<file path="config.mk">
export PLATFORM = sky130hd
export DESIGN_NAME = uart_wb_master
export DESIGN_NICKNAME = d
export VERILOG_FILES = /design/src/rtl/uart_wb_master_pkg.sv /design/src/rtl/uart_wb_master_serdes.sv /design/src/rtl/uart_wb_master.sv
export SDC_FILE = /design/constraint.sdc
export NUM_CORES = 1
export LEC_CHECK = 0
export ABC_AREA = 1
export BUFFER_PORTS_ARGS = -buffer_cell sky130_fd_sc_hd__clkbuf_2
export CORE_AREA = 2 2 120 122
export CTS_BUF_LIST = sky130_fd_sc_hd__clkbuf_4
export DETAILED_ROUTE_END_ITERATION = 10
export DIE_AREA = 0 0 122 124
export GPL_TIMING_DRIVEN = 0
export PLACE_DENSITY = 0.77
export SLEW_MARGIN = 25
export SYNTH_ARGS = -nofsm -noshare
export SYNTH_HDL_FRONTEND = slang
export SYNTH_SLANG_ARGS = --single-unit
export TNS_END_PERCENT = 5
</file>
<file path="constraint.sdc">
create_clock -name wb_clk_i -period 4.3 [get_ports wb_clk_i]
set_input_delay 0.43 -clock wb_clk_i [delete_from_list [all_inputs] [get_ports wb_clk_i]]
set_output_delay 0.43 -clock wb_clk_i [all_outputs]
set_load 0.02 [all_outputs]
</file>
<file path="src/rtl/uart_wb_master_pkg.sv">
// Shared constants for the UART-to-Wishbone bridge: frame FSM states,
// command/response bytes and the response-length helper.
package uart_wb_master_pkg;

  localparam logic [2:0] ST_IDLE = 3'd0;
  localparam logic [2:0] ST_ADDR = 3'd1;
  localparam logic [2:0] ST_DATA = 3'd2;
  localparam logic [2:0] ST_BUS  = 3'd3;
  localparam logic [2:0] ST_RESP = 3'd4;

  localparam logic [7:0] CMD_WR  = 8'h57;
  localparam logic [7:0] CMD_RD  = 8'h52;
  localparam logic [7:0] RSP_OK  = 8'h4B;
  localparam logic [7:0] RSP_ERR = 8'h45;

  // Writes and errors answer with one byte, successful reads with four.
  function automatic logic [2:0] resp_len(input logic is_wr, input logic is_err);
    return (is_wr || is_err) ? 3'd1 : 3'd4;
  endfunction

endpackage

</file>
<file path="src/rtl/uart_wb_master_serdes.sv">
// 8N1 UART receiver/transmitter for the bridge: input synchronizer, mid-bit
// sampling RX with byte-valid / framing-error pulses, and a load/ready TX shifter.
module uart_wb_master_serdes #(
  parameter logic [7:0] CLK_DIV = 8'd104
) (
  input  logic       clk,
  input  logic       rst,
  input  logic       ser_rx,
  output logic       ser_tx,
  output logic       rx_valid,
  output logic       rx_ferr,
  output logic [7:0] rx_data,
  input  logic       tx_load,
  input  logic [7:0] tx_data,
  output logic       tx_ready
);

  localparam logic [7:0] BIT_LAST  = CLK_DIV - 8'd1;
  localparam logic [7:0] HALF_LAST = (CLK_DIV >> 1) - 8'd1;

  localparam logic [1:0] RX_IDLE  = 2'd0;
  localparam logic [1:0] RX_START = 2'd1;
  localparam logic [1:0] RX_DATA  = 2'd2;
  localparam logic [1:0] RX_STOP  = 2'd3;

  logic       rx_s1, rx_s2, rx_prev;
  logic [1:0] rx_st;
  logic [7:0] rx_cnt;
  logic [2:0] rx_bit;
  logic [7:0] rx_sh;

  logic [9:0] tx_sh;
  logic [7:0] tx_cnt;
  logic [3:0] tx_bits;
  logic       tx_busy;

  // NOTE: sequential state uses non-blocking assignments so every flop samples
  // pre-edge values regardless of block ordering.
  always_ff @(posedge clk or posedge rst) begin
    if (rst) begin
      rx_s1    <= 1'b1;
      rx_s2    <= 1'b1;
      rx_prev  <= 1'b1;
      rx_st    <= RX_IDLE;
      rx_cnt   <= '0;
      rx_bit   <= '0;
      rx_sh    <= '0;
      rx_valid <= 1'b0;
      rx_ferr  <= 1'b0;
    end else begin
      rx_s1    <= ser_rx;
      rx_s2    <= rx_s1;
      rx_prev  <= rx_s2;
      rx_valid <= 1'b0;
      rx_ferr  <= 1'b0;
      case (rx_st)
        RX_IDLE: if (rx_prev && !rx_s2) begin
          rx_st  <= RX_START;
          rx_cnt <= '0;
        end
        RX_START: if (rx_cnt == HALF_LAST) begin
          rx_cnt <= '0;
          rx_bit <= '0;
          rx_st  <= rx_s2 ? RX_IDLE : RX_DATA;
        end else rx_cnt <= rx_cnt + 8'd1;
        RX_DATA: if (rx_cnt == BIT_LAST) begin
          rx_cnt <= '0;
          rx_sh  <= {rx_s2, rx_sh[7:1]};
          rx_bit <= rx_bit + 3'd1;
          if (rx_bit == 3'd7) rx_st <= RX_STOP;
        end else rx_cnt <= rx_cnt + 8'd1;
        default: if (rx_cnt == BIT_LAST) begin
          rx_cnt   <= '0;
          rx_valid <= rx_s2;
          rx_ferr  <= !rx_s2;
          rx_st    <= RX_IDLE;
        end else rx_cnt <= rx_cnt + 8'd1;
      endcase
    end
  end

  assign rx_data = rx_sh;

  // Ready is also raised in the last stop-bit cycle so a new start bit can follow directly.
  assign tx_ready = !tx_busy || (tx_bits == 4'd9 && tx_cnt == BIT_LAST);
  assign ser_tx   = tx_sh[0];

  always_ff @(posedge clk or posedge rst) begin
    if (rst) begin
      tx_sh   <= '1;
      tx_cnt  <= '0;
      tx_bits <= '0;
      tx_busy <= 1'b0;
    end else if (tx_load && tx_ready) begin
      tx_sh   <= {1'b1, tx_data, 1'b0};
      tx_cnt  <= '0;
      tx_bits <= '0;
      tx_busy <= 1'b1;
    end else if (tx_busy) begin
      if (tx_cnt == BIT_LAST) begin
        tx_cnt  <= '0;
        tx_sh   <= {1'b1, tx_sh[9:1]};
        tx_bits <= tx_bits + 4'd1;
        if (tx_bits == 4'd9) tx_busy <= 1'b0;
      end else tx_cnt <= tx_cnt + 8'd1;
    end
  end

endmodule

</file>
<file path="src/rtl/uart_wb_master.sv">
// Serial-to-Wishbone bridge top: frame FSM, address/data shifters and bus drive.
// Optional bus timeout is built when UART_WB_MASTER_TIMEOUT_EN is defined.
module uart_wb_master #(
  parameter logic [7:0]  CLK_DIV = 8'd104,
  parameter logic [15:0] TIMEOUT = 16'd1024
) (
  input  logic        wb_clk_i,
  input  logic        wb_rst_i,
  input  logic        ser_rx,
  output logic        ser_tx,
  output logic [31:0] wbm_adr_o,
  output logic [31:0] wbm_dat_o,
  output logic [3:0]  wbm_sel_o,
  output logic        wbm_we_o,
  output logic        wbm_cyc_o,
  output logic        wbm_stb_o,
  input  logic        wbm_ack_i,
  input  logic [31:0] wbm_dat_i,
  output logic        busy
);
  import uart_wb_master_pkg::*;

  logic [2:0]  state;
  logic [1:0]  byte_cnt;
  logic        is_wr, is_err;
  logic [31:0] rdata;
  logic [2:0]  resp_idx;
  logic        rx_valid, rx_ferr, tx_load, tx_ready, timed_out;
  logic [7:0]  rx_data, tx_data;

  uart_wb_master_serdes #(.CLK_DIV(CLK_DIV)) u_serdes (
    .clk(wb_clk_i), .rst(wb_rst_i), .ser_rx(ser_rx), .ser_tx(ser_tx),
    .rx_valid(rx_valid), .rx_ferr(rx_ferr), .rx_data(rx_data),
    .tx_load(tx_load), .tx_data(tx_data), .tx_ready(tx_ready)
  );

`ifdef UART_WB_MASTER_TIMEOUT_EN
  logic [15:0] to_cnt;
  always_ff @(posedge wb_clk_i or posedge wb_rst_i) begin
    if (wb_rst_i)               to_cnt <= '0;
    else if (state != ST_BUS)   to_cnt <= '0;
    else                        to_cnt <= to_cnt + 16'd1;
  end
  assign timed_out = (to_cnt == TIMEOUT - 16'd1);
`else
  assign timed_out = 1'b0;
`endif

  assign busy = (state != ST_IDLE);

  // NOTE: every always_comb output gets a default first so no path can infer a latch.
  always_comb begin
    tx_load = (state == ST_RESP) && tx_ready && (resp_idx != resp_len(is_wr, is_err));
    tx_data = RSP_OK;
    if (is_err)      tx_data = RSP_ERR;
    else if (!is_wr) begin
      case (resp_idx[1:0])
        2'd0:    tx_data = rdata[31:24];
        2'd1:    tx_data = rdata[23:16];
        2'd2:    tx_data = rdata[15:8];
        default: tx_data = rdata[7:0];
      endcase
    end
  end

  always_ff @(posedge wb_clk_i or posedge wb_rst_i) begin
    if (wb_rst_i) begin
      state     <= ST_IDLE;
      byte_cnt  <= '0;
      is_wr     <= 1'b0;
      is_err    <= 1'b0;
      rdata     <= '0;
      resp_idx  <= '0;
      wbm_adr_o <= '0;
      wbm_dat_o <= '0;
      wbm_sel_o <= '0;
      wbm_we_o  <= 1'b0;
      wbm_cyc_o <= 1'b0;
      wbm_stb_o <= 1'b0;
    end else begin
      case (state)
        ST_IDLE: if (rx_valid && (rx_data == CMD_WR || rx_data == CMD_RD)) begin
          is_wr    <= (rx_data == CMD_WR);
          is_err   <= 1'b0;
          byte_cnt <= '0;
          state    <= ST_ADDR;
        end
        ST_ADDR, ST_DATA: begin
          if (rx_ferr) state <= ST_IDLE;
          else if (rx_valid) begin
            if (state == ST_ADDR) wbm_adr_o <= {wbm_adr_o[23:0], rx_data};
            else                  wbm_dat_o <= {wbm_dat_o[23:0], rx_data};
            byte_cnt <= byte_cnt + 2'd1;
            if (byte_cnt == 2'd3) begin
              if (state == ST_ADDR && is_wr) state <= ST_DATA;
              else begin
                state     <= ST_BUS;
                wbm_cyc_o <= 1'b1;
                wbm_stb_o <= 1'b1;
                wbm_we_o  <= is_wr;
                wbm_sel_o <= 4'hF;
              end
            end
          end
        end
        ST_BUS: if (wbm_ack_i || timed_out) begin
          // Ack has priority over a timeout reached in the same cycle.
          if (wbm_ack_i) rdata <= wbm_dat_i;
          is_err    <= !wbm_ack_i;
          resp_idx  <= '0;
          state     <= ST_RESP;
          wbm_cyc_o <= 1'b0;
          wbm_stb_o <= 1'b0;
          wbm_we_o  <= 1'b0;
          wbm_sel_o <= '0;
        end
        ST_RESP: begin
          if (tx_load) resp_idx <= resp_idx + 3'd1;
          else if (tx_ready) state <= ST_IDLE;
        end
        default: state <= ST_IDLE;
      endcase
    end
  end

endmodule
</file>
# Yosys cells after proc, flatten, opt, wreduce, memory -nomap -nowiden
# Index checks and enable logic that the tools add are counted.
[word_totals]
ff_bits = 161
out_inout_bits = 73
[op_classes]
n_addsub = 6
n_eq_ne = 32
muxes = 71
n_bitwise = 2
n_reduce_logical = 40
[ops]
columns = ["operator", "count"]
rows = [
  ["$mux 8", 8],
  ["$mux 3", 12],
  ["$eq 8x7->1 const B", 4],
  ["$mux 4", 8],
  ["$mux 10", 3],
  ["$pmux 8 s3", 1],
  ["$mux 1", 20],
  ["$mux 2", 9],
  ["$add 8x1->8 const B", 2],
  ["$pmux 8 s2", 1],
  ["$ne 2x2->1 const B", 7],
  ["$reduce_bool 2->1", 7],
  ["$ne 2x1->1 const B", 6],
  ["$pmux 3 s2", 2],
  ["$pmux 3 s4", 1],
  ["$reduce_and 4->1", 3],
  ["$reduce_and 6->1", 2],
  ["$reduce_and 3->1", 3],
  ["$eq 8x6->1 const B", 1],
  ["$pmux 4 s2", 1],
  ["$reduce_and 2->1", 4],
  ["$logic_and 1x1->1", 7],
  ["$add 3x1->3 const B", 2],
  ["$eq 2x2->1 const B", 3],
  ["other kinds (22)", 34],
]

# Longest topological paths before layout
[depth]
ltp_word = 8
depth_mapped = 11
ltp_nobuf = 11

# Modules after synthesis
# Synthesis repeated with hierarchy kept, for this count alone.
[unflattened]
cells_unflattened = 807
hier_area_um2 = 7405.9
[by_module_without_submodules]
columns = ["module", "instances", "cells_per_inst", "area_each_um2", "seq_area_each_um2"]
rows = [
  ["uart_wb_master", 1, 491, 4902.2, 2702.6],
  ["uart_wb_master_serdes", 1, 316, 2503.7, 1216.2],
]

# Worst setup path after synthesis
# OpenSTA, ideal clock, no wires.
[synth_timing]
path_type = "reg2reg"
start = "reg u_serdes.rx_st[1]"
end = "reg u_serdes.rx_cnt[7]"
setup_time_ns = 0.123
arrival_ns = 1.436
t_required_ns = 4.177
path_slack_ns = 2.741
stages_incl_launch_ff = 10
path_buffers = 0
path_cell_list = "dfrtp_1 inv_1 ha_1 inv_1 a21oi_2 inv_1 nand4_1 nor2_1 o21ai_0 nor2_1"
[synth_via]
elab_chain_len = 2
[synth_rtl]
columns = ["element", "line", "rtl"]
rows = [
  ["start: declaration", "uart_wb_master_serdes.sv:27", "logic [1:0] rx_st;"],
  ["start signal: assignment", "uart_wb_master_serdes.sv:64", "rx_st <= rx_s2 ? RX_IDLE : RX_DATA;"],
  ["$eq 2x1->1 or $logic_not 2->1 (tied branches)", "uart_wb_master_serdes.sv:56", "case (rx_st)"],
  ["$pmux 8 s2 or $ne 2x1->1 (tied branches)", "--", ""],
  ["end signal: assignment", "uart_wb_master_serdes.sv:65", "end else rx_cnt <= rx_cnt + 8'd1;"],
  ["end signal: assignment", "uart_wb_master_serdes.sv:71", "end else rx_cnt <= rx_cnt + 8'd1;"],
  ["end signal: assignment", "uart_wb_master_serdes.sv:77", "end else rx_cnt <= rx_cnt + 8'd1;"],
  ["end: declaration", "uart_wb_master_serdes.sv:28", "logic [7:0] rx_cnt;"],
]
# Several ways; a longest one is shown, not always the timed one.
# A chain may end at the register's enable or synchronous reset.

# Worst setup path in the final report
[layout_timing]
start = "reg state[1]"
end = "out busy"
[layout_via]
elab_chain_len = 1
[layout_rtl]
columns = ["element", "line", "rtl"]
rows = [
  ["start: declaration", "uart_wb_master.sv:23", "logic [2:0] state;"],
  ["start signal: assignment", "uart_wb_master.sv:68", "state <= ST_IDLE;"],
  ["start signal: assignment", "uart_wb_master.sv:86", "state <= ST_ADDR;"],
  ["start signal: assignment", "uart_wb_master.sv:89", "if (rx_ferr) state <= ST_IDLE;"],
  ["$reduce_bool 3->1", "uart_wb_master.sv:49", "assign busy = (state != ST_IDLE);"],
  ["end: declaration", "uart_wb_master.sv:19", "output logic busy"],
]
# No other way between the ends.

==> flow_summary.ini <==
[outcome]
outcome = complete, but fails checks
violations = DRC

[worst_setup_path]
worstRegToRegCells = 11
r2r-end = u_serdes.tx_sh[2]$_DFFE_PP1P_
crit_path_top_delay_cell = dfrtp_1
crit_chain = nor2_2 -> inv_2 -> nor2_1 -> inv_1 -> clkbuf_2
worstPathArrival_ns = 1.70
cp_max_fo = 5
start_kind = register
worstSetupEndpointType = output port
cp_top_family = flip-flops
critPathMaxStageDelay_ns = 0.45
crit_required_ns = 3.87
crit_buf_inv = 3
ff2ff_setup_slack_ns = 2.48
path_class = reg -> out
r2r-start = resp_idx[0]$_DFFE_PP0P_

[worst_hold_path]
min_path_type = in -> reg
holdPathStages = 3
min_from = wbm_dat_i[27]
hold-path-endpoint = rdata[27]$_DFFE_PP0P_

[timing]
tightest_slew_ns = 0.459
hold_viol_final = 0
slew-limit-headroom_pct = 69.4
fmax_mhz = 469
setup_tns_ns = 0
period_share_pct = 49.6
clock_skew_ns = 0.0171
slew_viol_final = 0
grt_setup_unrepaired = no
finalSetupViolCount = 0
period_needed_ns = 2.13

[floorplan]
num_rows = 43
core-area_mm2 = 0.0137
pin_count = 109
start_util_pct = 52.4
dieHeight_um = 124
dieArea_mm2 = 0.0151
fp.dieW_um = 122

[yosys]
synth_fa_ha_area_share_pct = 2.96
synth_cell_types = 38
synth_ff_type = dfrtp_1
yosys_warnings = 0
synth_edf_count = 0
synth-seq-area-share_pct = 54.6
synth_top_family_by_area = simple AND/OR/NAND/NOR gates
yosys.area_share.simple_pct = 24.7
synth-seq-cells = 156
synth_fp_nets = 884
synth_xor_area_share_pct = 0.732
synthArstFlopShare_pct = 100
synth_compound_area_share_pct = 7.56
syn_area_mm2 = 0.00718
synth.avg_cell_area_um2 = 8.64
synthMuxAreaShare_pct = 2.51
syn_inst = 831

[grt]
grt_max_degree = 32
gr-usage-all-layers_pct = 22.2
grt_pass1_wl_um = 26500
antenna_found_initial = 1
grt_overflow_total = 0
grt_pass1_vias = 5705

[cts]
post-cts-setup-buffers = 0
htree_levels = 4
root_buffer = clkbuf_4
clock_path_buffers = 2
cts_tree = yes
path_clk_slew_ns = 0.14
worstSkewPairLatency_ns = 0.56
numClockSinks = 156
cts_made_buffers = 17

[final_layout]
fillCellCount = 1226
finalNetCount = 1019
syn_to_final_growth_pct = 16.4
fin_area_mm2 = 0.00836
drive_gt1_share_pct = 23.4

[route]
routed_wl_um = 15300
vias = 5789
drtIter0Drc = 339
post_drt_wl_per_cell_um = 13.2
drcViolationCount = 2
antenna_left = 0
drtPass1Iterations = 7
via_per_inst = 4.99

[place]
dp_hpwl_um = 11300
place_congestion = 0.854
place_area_mm2 = 0.00810
io_buffers = 108

[power_and_ir_drop]
p_total_mw = 4.13
p_per_area_mw_per_mm2 = 494
p_leak_nw = 4.52
max-vdd-ir-drop_uv = 262

[run]
max_cap_violations = 0
==> tightest hold or removal path, stage by stage <==
cell,delay (ns)
clkbuf_2,0.07
nand2_1,0.04
nand2_1,0.05
==> placed cells by master (no fill, tap or decap), drive strengths merged <==
master       count
dfstp           12
clkbuf         130
nand3           44
nor3b            1
dlygate4sd3      2
xnor2            2
diode            1
a21oi           28
o211ai           1
nor2            55
o21a             2
or2              1
o21bai           1
nor3            10
o21ai           70
nand2          302
nand4            5
dfrtp          144
clkinv           6
mux2            16
ha              17
clkinvlp         4
buf             31
xor2             4
inv             91
==> report_power, final <==
part	switching (mW)	total (mW)	internal [mW]
Combinational	0.869	1.36	0.496
Clock	0.556	0.794	0.238
Sequential	0.205	1.97	1.77
Total	1.63	4.13	2.50
==> repair_timing <==
action,CTS,global route
hold buffers,2,0
gates resized for setup,0,0
hold endpoints to repair,12,0
==> synth_stat cells, types with 2 or more instances <==
library cell | count | area share [%]
nand2_1 | 294 | 15
dfrtp_1 | 144 | 50
inv_1 | 78 | 4.1
o21ai_0 | 64 | 4.5
nor2_1 | 49 | 2.6
nand3_1 | 43 | 3.0
a21oi_1 | 27 | 1.9
buf_2 | 17 | 1.2
ha_1 | 17 | 3.0
mux2_2 | 16 | 2.5
dfstp_2 | 12 | 4.4
nor3_1 | 9 | 0.63
inv_2 | 6 | 0.31
buf_4 | 5 | 0.52
clkbuf_1 | 5 | 0.26
nand4_1 | 5 | 0.44
o21ai_2 | 5 | 0.61
nand2_2 | 4 | 0.35
xor2_1 | 4 | 0.49
nand2_4 | 3 | 0.47
nor2_4 | 3 | 0.47
buf_6 | 2 | 0.31
nor2_8 | 2 | 0.56
o21a_1 | 2 | 0.21
xnor2_1 | 2 | 0.24
==> registers in the layout (all words and copies together), names as in the netlist, 2 cells and up <==
register          flops
state                 3
u_serdes.tx_cnt       8
u_serdes.tx_bits      4
u_serdes.rx_data      8
byte_cnt              2
u_serdes.rx_bit       3
u_serdes.rx_cnt       8
u_serdes.rx_st        2
wbm_dat_o            32
rdata                32
u_serdes.tx_sh        9
wbm_adr_o            32
resp_idx              3
==> layer usage <==
layer / track usage [%] / share of wire [%]
met4: 7.83 / 2.0
met3: 6.18 / 4.9
met1: 28.6 / 45
met2: 36.2 / 48
met5: 0 / 0
==> logic make-up (layout without fill, tap and decap cells) <==
group,Yosys count,after routing
other,0,1
DFF,156,156
xor gates and xnor gates,6,6
muxes,16,16
and+or+nand+nor,418,418
buffers and inverters,116,264
adders and majority gates,17,17
AOI/OAI and AO/OA,102,102
==> through the flow <==
stage | std cells | utilization, % | hold WS, ns | setup WS, ns
global route | 1160 | 60.9 | 0.0220 | 2.00
finish | 1160 | 60.9 | 0.0618 | 2.17
global placement | 1119 | 58.0 | 0.354 | 0.972
detailed placement | 1125 | 59.0 | 0.360 | 2.51
CTS | 1159 | 60.9 | 0.0233 | 2.13
floorplan | 831 | - | 0.345 | 1.91
==> worst max path at each step <==
stage                                   from                              to  slack [ns]  cells past startpoint
3_3_place_gp                        wb_rst_i  u_serdes.rx_cnt[5]$_DFFE_PP0N_        0.97                      2
4_1_cts                 state[1]$_DFFE_PP0P_                            busy        2.13                      5
3_5_place_dp   u_serdes.rx_st[1]$_DFFE_PP0P_  u_serdes.rx_cnt[7]$_DFFE_PP0N_        2.51                      9
2_1_floorplan                       wb_rst_i         byte_cnt[0]$_DFFE_PP0P_        1.91                      1
6_report                state[1]$_DFFE_PP0P_                            busy        2.17                      5
5_1_grt                 state[1]$_DFFE_PP0P_                            busy        2.00                      5
==> final cells by class <==
type,instances,area (µm²),share of cell area [%]
tap,180,225,2.69
antenna,1,2.50,0.0299
sequential,156,3920,46.9
inverter,86,329,3.94
buffer,30,179,2.14
clock buffer,17,128,1.53
multi-input combinational,559,2760,33.0
timing repair buffer,116,703,8.41
clock inverter,15,114,1.36
Power figures use the tool's default switching activity.
